--- src/rtl/cmd_sched.sv ---
// -----------------------------------------------------------------------------
// cmd_sched
//   Command scheduler sitting between a first-word-fall-through command FIFO
//   and an HLS accelerator using the ap_ctrl_hs handshake. Each command word
//   carries an input dependency mask, an output dependency mask and a repeat
//   count. One ap_start handshake is issued per repetition, gated only on the
//   channels selected by the masks. Up to MAX_INFLIGHT invocations may be
//   outstanding; their output masks are queued and retired in order on ap_done
//   as out_commit pulses.
//
//   Command word: [CMD_W-1 -: 16] repeat count,
//                 [NUM_IN_ARGS +: NUM_OUT_ARGS] output mask,
//                 [NUM_IN_ARGS-1:0] input mask, remaining bits reserved.
//
//   Optional feature macro: CMD_SCHED_WATCHDOG_EN
//     Defined   : a WAIT_READY that lasts WDOG_CYCLES cycles aborts the
//                 command and sets the sticky wdog_err flag.
//     Undefined : WAIT_READY waits indefinitely, wdog_err is tied to 0.
//
// Ports
//   clk, rst         clock, synchronous active-high reset
//   cmd_din          command word (valid whenever cmd_empty = 0)
//   cmd_empty        command FIFO empty
//   cmd_read         dequeue pulse (combinational, same cycle as capture)
//   ap_start         accelerator start level
//   ap_start_single  one-cycle pulse on each ap_start rise
//   ap_ready         accelerator accepted the start
//   ap_done          accelerator finished one invocation (pulse)
//   in_ready         per-input-channel data available
//   out_ready        per-output-channel space available
//   in_next          per-input-channel consume pulse
//   out_commit       per-output-channel commit pulse
//   inflight         number of outstanding invocations
//   busy             state != IDLE or inflight != 0
//   cmd_done         pulse: last repetition of a command has been started
//   wdog_err         sticky watchdog error
// -----------------------------------------------------------------------------
module cmd_sched #(
  parameter int NUM_IN_ARGS  = 4,
  parameter int NUM_OUT_ARGS = 4,
  parameter int CMD_W        = 32,
  parameter int MAX_INFLIGHT = 4,
  parameter int WDOG_CYCLES  = 1024
) (
  input  logic                              clk,
  input  logic                              rst,
  input  logic [CMD_W-1:0]                  cmd_din,
  input  logic                              cmd_empty,
  output logic                              cmd_read,
  output logic                              ap_start,
  output logic                              ap_start_single,
  input  logic                              ap_ready,
  input  logic                              ap_done,
  input  logic [NUM_IN_ARGS-1:0]            in_ready,
  input  logic [NUM_OUT_ARGS-1:0]           out_ready,
  output logic [NUM_IN_ARGS-1:0]            in_next,
  output logic [NUM_OUT_ARGS-1:0]           out_commit,
  output logic [$clog2(MAX_INFLIGHT):0]     inflight,
  output logic                              busy,
  output logic                              cmd_done,
  output logic                              wdog_err
);

  localparam int INFL_W = $clog2(MAX_INFLIGHT) + 1;
  localparam int PTR_W  = (MAX_INFLIGHT > 1) ? $clog2(MAX_INFLIGHT) : 1;

  if (NUM_IN_ARGS < 1 || NUM_IN_ARGS > 8 || NUM_OUT_ARGS < 1 || NUM_OUT_ARGS > 8 ||
      NUM_IN_ARGS + NUM_OUT_ARGS > CMD_W - 16 || WDOG_CYCLES < 1 ||
      MAX_INFLIGHT < 1 || MAX_INFLIGHT > 16 ||
      (MAX_INFLIGHT & (MAX_INFLIGHT - 1)) != 0) begin : g_bad_params
    $error("cmd_sched: illegal parameter combination");
  end

  typedef enum logic [1:0] {
    IDLE       = 2'd0,
    WAIT_DEPS  = 2'd1,
    WAIT_READY = 2'd2
  } state_t;

  state_t state, state_d;

  // Captured command fields.
  logic [NUM_IN_ARGS-1:0]  in_mask;
  logic [NUM_OUT_ARGS-1:0] out_mask;
  logic [15:0]             rep;

  // Decoded fields of the word at the FIFO head.
  logic [NUM_IN_ARGS-1:0]  din_in_mask;
  logic [NUM_OUT_ARGS-1:0] din_out_mask;
  logic [15:0]             din_rep;
  logic                    unused_din;

  assign din_in_mask  = cmd_din[NUM_IN_ARGS-1:0];
  assign din_out_mask = cmd_din[NUM_IN_ARGS+NUM_OUT_ARGS-1:NUM_IN_ARGS];
  assign din_rep      = cmd_din[CMD_W-1 -: 16];
  // The bits between the masks and the repeat count are reserved.
  assign unused_din   = ^cmd_din;

  // Output-mask queue; occupancy equals inflight, so no separate count.
  logic [NUM_OUT_ARGS-1:0] mask_mem [MAX_INFLIGHT];
  logic [PTR_W-1:0]        wr_ptr, rd_ptr;

  logic deps_ok, accept, retire, capture, wdog_trip;
  logic ap_start_d, ap_start_single_d, cmd_done_d;
  logic [NUM_IN_ARGS-1:0] in_next_d;

  assign deps_ok = (&(in_ready | ~in_mask)) && (&(out_ready | ~out_mask)) &&
                   (inflight < INFL_W'(MAX_INFLIGHT));
  // ap_start is always high in WAIT_READY, so ap_ready elsewhere is ignored.
  assign accept  = (state == WAIT_READY) && ap_ready;
  // A done with nothing outstanding must neither pop nor underflow.
  assign retire  = ap_done && (inflight != '0);
  assign busy    = (state != IDLE) || (inflight != '0);

  // ---------------------------------------------------------------------------
  // Next-state and next-output logic
  // ---------------------------------------------------------------------------
  always_comb begin
    // NOTE: every signal gets a default first so no path can infer a latch.
    state_d           = state;
    cmd_read          = 1'b0;
    capture           = 1'b0;
    ap_start_d        = 1'b0;
    ap_start_single_d = 1'b0;
    cmd_done_d        = 1'b0;
    in_next_d         = '0;
    unique case (state)
      IDLE: begin
        // Gated with rst so a reset cycle never pops the FIFO.
        if (!cmd_empty && !rst) begin
          cmd_read = 1'b1;
          capture  = 1'b1;
          if (din_rep != 16'd0) state_d    = WAIT_DEPS;
          else                  cmd_done_d = 1'b1;
        end
      end
      WAIT_DEPS: begin
        if (deps_ok) begin
          ap_start_d        = 1'b1;
          ap_start_single_d = 1'b1;
          state_d           = WAIT_READY;
        end
      end
      WAIT_READY: begin
        ap_start_d = 1'b1;
        if (ap_ready) begin
          ap_start_d = 1'b0;
          in_next_d  = in_mask;
          if (rep == 16'd1) begin
            cmd_done_d = 1'b1;
            state_d    = IDLE;
          end else begin
            state_d = WAIT_DEPS;
          end
        end else if (wdog_trip) begin
          ap_start_d = 1'b0;
          state_d    = IDLE;
        end
      end
      default: state_d = IDLE;
    endcase
  end

  // ---------------------------------------------------------------------------
  // State and registered outputs
  // ---------------------------------------------------------------------------
  always_ff @(posedge clk) begin
    // NOTE: sequential state uses non-blocking assignments only.
    if (rst) begin
      state           <= IDLE;
      ap_start        <= 1'b0;
      ap_start_single <= 1'b0;
      cmd_done        <= 1'b0;
      in_next         <= '0;
      out_commit      <= '0;
    end else begin
      state           <= state_d;
      ap_start        <= ap_start_d;
      ap_start_single <= ap_start_single_d;
      cmd_done        <= cmd_done_d;
      in_next         <= in_next_d;
      out_commit      <= retire ? mask_mem[rd_ptr] : '0;
    end
  end

  // Command fields, repeat counter, queue pointers and inflight count.
  always_ff @(posedge clk) begin
    if (rst) begin
      in_mask  <= '0;
      out_mask <= '0;
      rep      <= '0;
      wr_ptr   <= '0;
      rd_ptr   <= '0;
      inflight <= '0;
    end else begin
      if (capture) begin
        in_mask  <= din_in_mask;
        out_mask <= din_out_mask;
        rep      <= din_rep;
      end else if (accept) begin
        rep <= rep - 16'd1;
      end else if (wdog_trip) begin
        rep <= '0;
      end
      if (accept) wr_ptr <= (wr_ptr == PTR_W'(MAX_INFLIGHT - 1)) ? '0 : wr_ptr + PTR_W'(1);
      if (retire) rd_ptr <= (rd_ptr == PTR_W'(MAX_INFLIGHT - 1)) ? '0 : rd_ptr + PTR_W'(1);
      // Simultaneous push and pop leaves the count unchanged.
      unique case ({accept, retire})
        2'b10:   inflight <= inflight + INFL_W'(1);
        2'b01:   inflight <= inflight - INFL_W'(1);
        default: inflight <= inflight;
      endcase
    end
  end

  // NOTE: the queue storage has no reset; the pointers alone define its content.
  always_ff @(posedge clk) begin
    if (accept) mask_mem[wr_ptr] <= out_mask;
  end

  // ---------------------------------------------------------------------------
  // Optional WAIT_READY watchdog
  // ---------------------------------------------------------------------------
`ifdef CMD_SCHED_WATCHDOG_EN
  localparam int WD_W = $clog2(WDOG_CYCLES + 1);

  logic [WD_W-1:0] wdog_cnt;
  logic            wdog_flag;

  // wdog_cnt holds the number of WAIT_READY cycles already elapsed, so the
  // trip fires on the WDOG_CYCLES-th cycle of waiting.
  assign wdog_trip = (state == WAIT_READY) && !ap_ready &&
                     (wdog_cnt == WD_W'(WDOG_CYCLES - 1));
  assign wdog_err  = wdog_flag;

  always_ff @(posedge clk) begin
    if (rst) begin
      wdog_cnt  <= '0;
      wdog_flag <= 1'b0;
    end else begin
      if (state == WAIT_READY && state_d == WAIT_READY) wdog_cnt <= wdog_cnt + WD_W'(1);
      else                                              wdog_cnt <= '0;
      if (wdog_trip) wdog_flag <= 1'b1;
    end
  end
`else
  assign wdog_trip = 1'b0;
  assign wdog_err  = 1'b0;
`endif

endmodule

--- config.mk ---
export PLATFORM = sky130hd
export DESIGN_NAME = cmd_sched
export DESIGN_NICKNAME = d
export VERILOG_FILES = /design/src/rtl/cmd_sched.sv
export SDC_FILE = /design/constraint.sdc
export NUM_CORES = 1
export LEC_CHECK = 0
export BUFFER_PORTS_ARGS = -buffer_cell sky130_fd_sc_hd__buf_2
export CORE_MARGIN = 5
export CORE_UTILIZATION = 40
export DETAILED_ROUTE_END_ITERATION = 10
export GPL_ROUTABILITY_DRIVEN = 1
export REMOVE_ABC_BUFFERS = 1
export SYNTH_ARGS = -nofsm -noshare
export SYNTH_HDL_FRONTEND = slang
export SYNTH_SLANG_ARGS = --single-unit
--- constraint.sdc ---
create_clock -name clk -period 3.5 [get_ports clk]
set_input_delay 0.175 -clock clk [delete_from_list [all_inputs] [get_ports clk]]
set_output_delay 0.175 -clock clk [all_outputs]
set_load 0.02 [all_outputs]
==> run_results.csv <==
group,metric,value,unit
final_layout,design_area,3280,µm²
synthesis,ys_seq_elements,60,
cts,root_buffer,"clkbuf_8",
global_routing,grt_pass1_vias,2043,
outcome,outcome,"finished, final reports clean",
worst_hold_path,min_from,"cmd_din[7]",
worst_setup_path,r2r_start,"state[0]$_SDFFE_PP0P_",
global_routing,globalRouteOverflowTotal,0,
global_routing,grt.total_usage,14.3,%
worst_setup_path,required,3320,ps
routing,first_iter_violations,64,
power_and_ir_drop,ir_drop,0.321,mV
timing,fmax,0.369,GHz
die,std_cell_rows,30,
timing,skew,7.57,ps
cts,cts_resized,0,
synthesis,syn-cell-area,2750,µm²
routing,routed.top_layer,"met4",
synthesis,synth_warnings,0,
synthesis,synth_edf_count,16,
worst_setup_path,cp_max_fo,31,
global_routing,grt_pass1_wl,9560,µm
die,dieWidth,93.0,µm
routing,wl_met2,2940,µm
routing,routed_wirelength,5710,µm
die,initial_core_util,40.8,%
worst_setup_path,critical_path.most_common_cell,"inv_1",
timing,fin_crit_sh,77.4,%
synthesis,ys.flop_type,"dfxtp_1",
worst_setup_path,cp_slowest_cell,"or2_2",
power_and_ir_drop,power_density,679,nW/µm²
synthesis,synthDistinctLibCells,43,
cts,cts_buffers,9,
routing,wl_per_cell,14.0,µm
final_layout,drive_above_1_share,23.7,%
timing,slew_headroom,22.3,%
job,drv_cap,0,
placed_design,routabilityCongestion,0.759,
routing,routed-wl-met3,278,µm
placed_design,placed_area,3060,µm²
routing,dr.pass1.iters,4,
routing,wl_met1,2370,µm
placed_design,place_inst,393,
cts,clkSlewWorstSetupHoldPaths,70,ps
worst_setup_path,crit_path_end_kind,"output pin",
cts,htree_levels,3,
worst_hold_path,worstHoldEndpoint,"out_mask[3]$_SDFFE_PP0P_",
placed_design,dp.final_hpwl,4160,µm
die,ioPinCount,62,
timing,slew_violations,0,
worst_hold_path,worstHoldPathCells,3,
timing,setup_tns,0,ps
synthesis,netlist_instances,276,
timing,rsz0062_at_grt,"no",
power_and_ir_drop,p_leak,0.00133,µW
worst_setup_path,startpoint_type,"flop",
power_and_ir_drop,power,2230,µW
worst_setup_path,cp.arrival,2530,ps
synthesis,ys_seq_area_share,49.4,%
global_routing,grt_max_degree,44,
final_layout,area_delta_synth_final,19.1,%
cts,clkLatencyLatePin,340,ps
timing,finalSetupViolCount,0,
worst_setup_path,path_delay_family,"simple AND/OR/NAND/NOR gates",
routing,vias,2046,
final_layout,final-instance-count-excl-fill,409,
synthesis,synthArstFlopShare,0,%
die,die_y,93.0,µm
synthesis,syn_area_per_cell,9.98,µm²
cts,cts_sinks,60,
worst_setup_path,ff2ff_path_depth,9,
cts,hold_buffers,0,
routing,vias_per_cell,5.00,
worst_setup_path,cp_num_buf_inv,3,
worst_hold_path,hold_path.class,"in -> reg",
final_layout,diodes,0,
timing,worst_pin_slew,1140,ps
placed_design,io_buffers,52,
worst_setup_path,critPathMaxStageDelay,570,ps
die,dieArea,8640,µm²
timing,finalHoldViolCount,0,
timing,fin_crit,2710,ps
worst_setup_path,crit_chain,"inv_1 > ha_1 > nand2b_1 > or2_2 > inv_1 > buf_2",
cts,cts_tree,"built",
routing,antenna_left,0,
global_routing,antenna_found_initial,0,
worst_setup_path,timing.rr.end,"inflight[2]$_SDFFE_PP0P_",
final_layout,layout.nets,382,
cts,cts_setup_buffers,0,
die,core,6760,µm²
routing,drc,0,
timing,holdWs,24.5,ps
cts,cts_buffer_depth,2,
worst_setup_path,ff2ff_setup_slack,930,ps
worst_setup_path,criticalPathCategory,"reg -> out",
-- synth_stat cells (2+ instances only) --
library cell,number,share of area (%)
o31ai_1,3,0.82
xor2_1,9,2.9
clkbuf_1,12,1.6
a21oi_1,9,1.6
nand4b_1,2,0.64
o21ai_0,2,0.36
nor4_1,8,1.8
nor3b_1,4,1.1
or2_2,2,0.45
ha_1,12,5.5
nand2b_1,9,2.0
or3_1,2,0.45
nor2_1,29,4.0
and3_1,4,0.91
nor3_1,10,1.8
xnor2_1,8,2.5
nand2_1,23,3.1
nand3_1,2,0.36
or4_1,2,0.55
dfxtp_1,44,32
a211oi_1,15,4.1
mux4_2,4,3.3
edfxtp_1,16,17
nor2b_1,6,1.4
nand3b_1,6,1.6
inv_1,16,2.2
-- how the worst max path moves through the flow --
stage,start,to,depth (start not counted)
floorplan,state[0]$_SDFFE_PP0P_,inflight[2]$_SDFFE_PP0P_,9
global placement,state[0]$_SDFFE_PP0P_,inflight[2]$_SDFFE_PP0P_,9
detailed placement,state[0]$_SDFFE_PP0P_,inflight[2]$_SDFFE_PP0P_,9
CTS,state[1]$_SDFFE_PP0P_,cmd_read,6
global route,state[1]$_SDFFE_PP0P_,cmd_read,6
finish,state[0]$_SDFFE_PP0P_,cmd_read,6
-- logic make-up (layout without fill, tap and decap cells) --
group	Yosys count	count (layout)	share of synthesized area [%]
other	1	1	0.136
and+or+nand+nor	113	113	21.9
xor gates and xnor gates	17	17	5.41
adders and majority gates	13	13	6.18
AOI/OAI and AO/OA	34	34	8.36
muxes	6	6	4.04
DFF	60	60	49.4
buffers and inverters	32	85	4.59
-- worst reg2reg max path, cell delays in order (launching register included) --
cell     delay, ps
dfxtp_1        360
inv_1           90
ha_1           330
nand2_1        420
ha_1           270
inv_1           60
fa_1           370
xor2_1         160
or3_1          310
a21oi_1        140
-- report_power, final --
group	switching, µW	internal (µW)	leakage, µW
logic	351	259	0.000717
clock network	289	404	0.000102
registers	97.6	825	0.000506
-- state kept, by name (all words and copies together) (netlist names) --
register,flops
rd_ptr,2
ap_start,1
ap_start_single,1
out_commit,4
inflight,3
in_mask,4
in_next,4
state,2
mask_mem,16
wr_ptr,2
cmd_done,1
rep,16
out_mask,4
-- metrics by stage --
stage / setup WS [ps] / utilization (%)
after global placement: 1000 / 45.2
after detailed placement: 940 / 45.2
after global routing: 610 / 48.5
final: 792 / 48.5
after floorplan: 1270 / -
after CTS: 781 / 48.5
-- layout make-up --
cell class	instances	area [µm²]
clock inverters	7	100
multi-input cells	184	1270
repair buffers	53	268
inverters	16	60.1
fillers	671	3480
well taps	80	100
clock buffers	9	124
flip-flops and latches	60	1360
-- placed cells by master, fill, tap and decap left out, types with 6 or more instances in the layout --
master    Yosys  final
buf_2         1     52
dfxtp_1      44     44
nor2_1       29     29
nand2_1      23     23
inv_1        16     16
edfxtp_1     16     16
a211oi_1     15     15
ha_1         12     12
nor3_1       10     10
nand2b_1      9      9
a21oi_1       9      9
xor2_1        9      9
clkbuf_8      0      9
nor4_1        8      8
xnor2_1       8      8
nor2b_1       6      6
nand3b_1      6      6
-- per-layer routing --
layer  up-vias  track usage [%]
met5         -                0
met4         0             5.01
met3        10             5.79
met2        45             24.6
met1       935             16.0
li1       1056                -
Power figures use the tool's default switching activity.
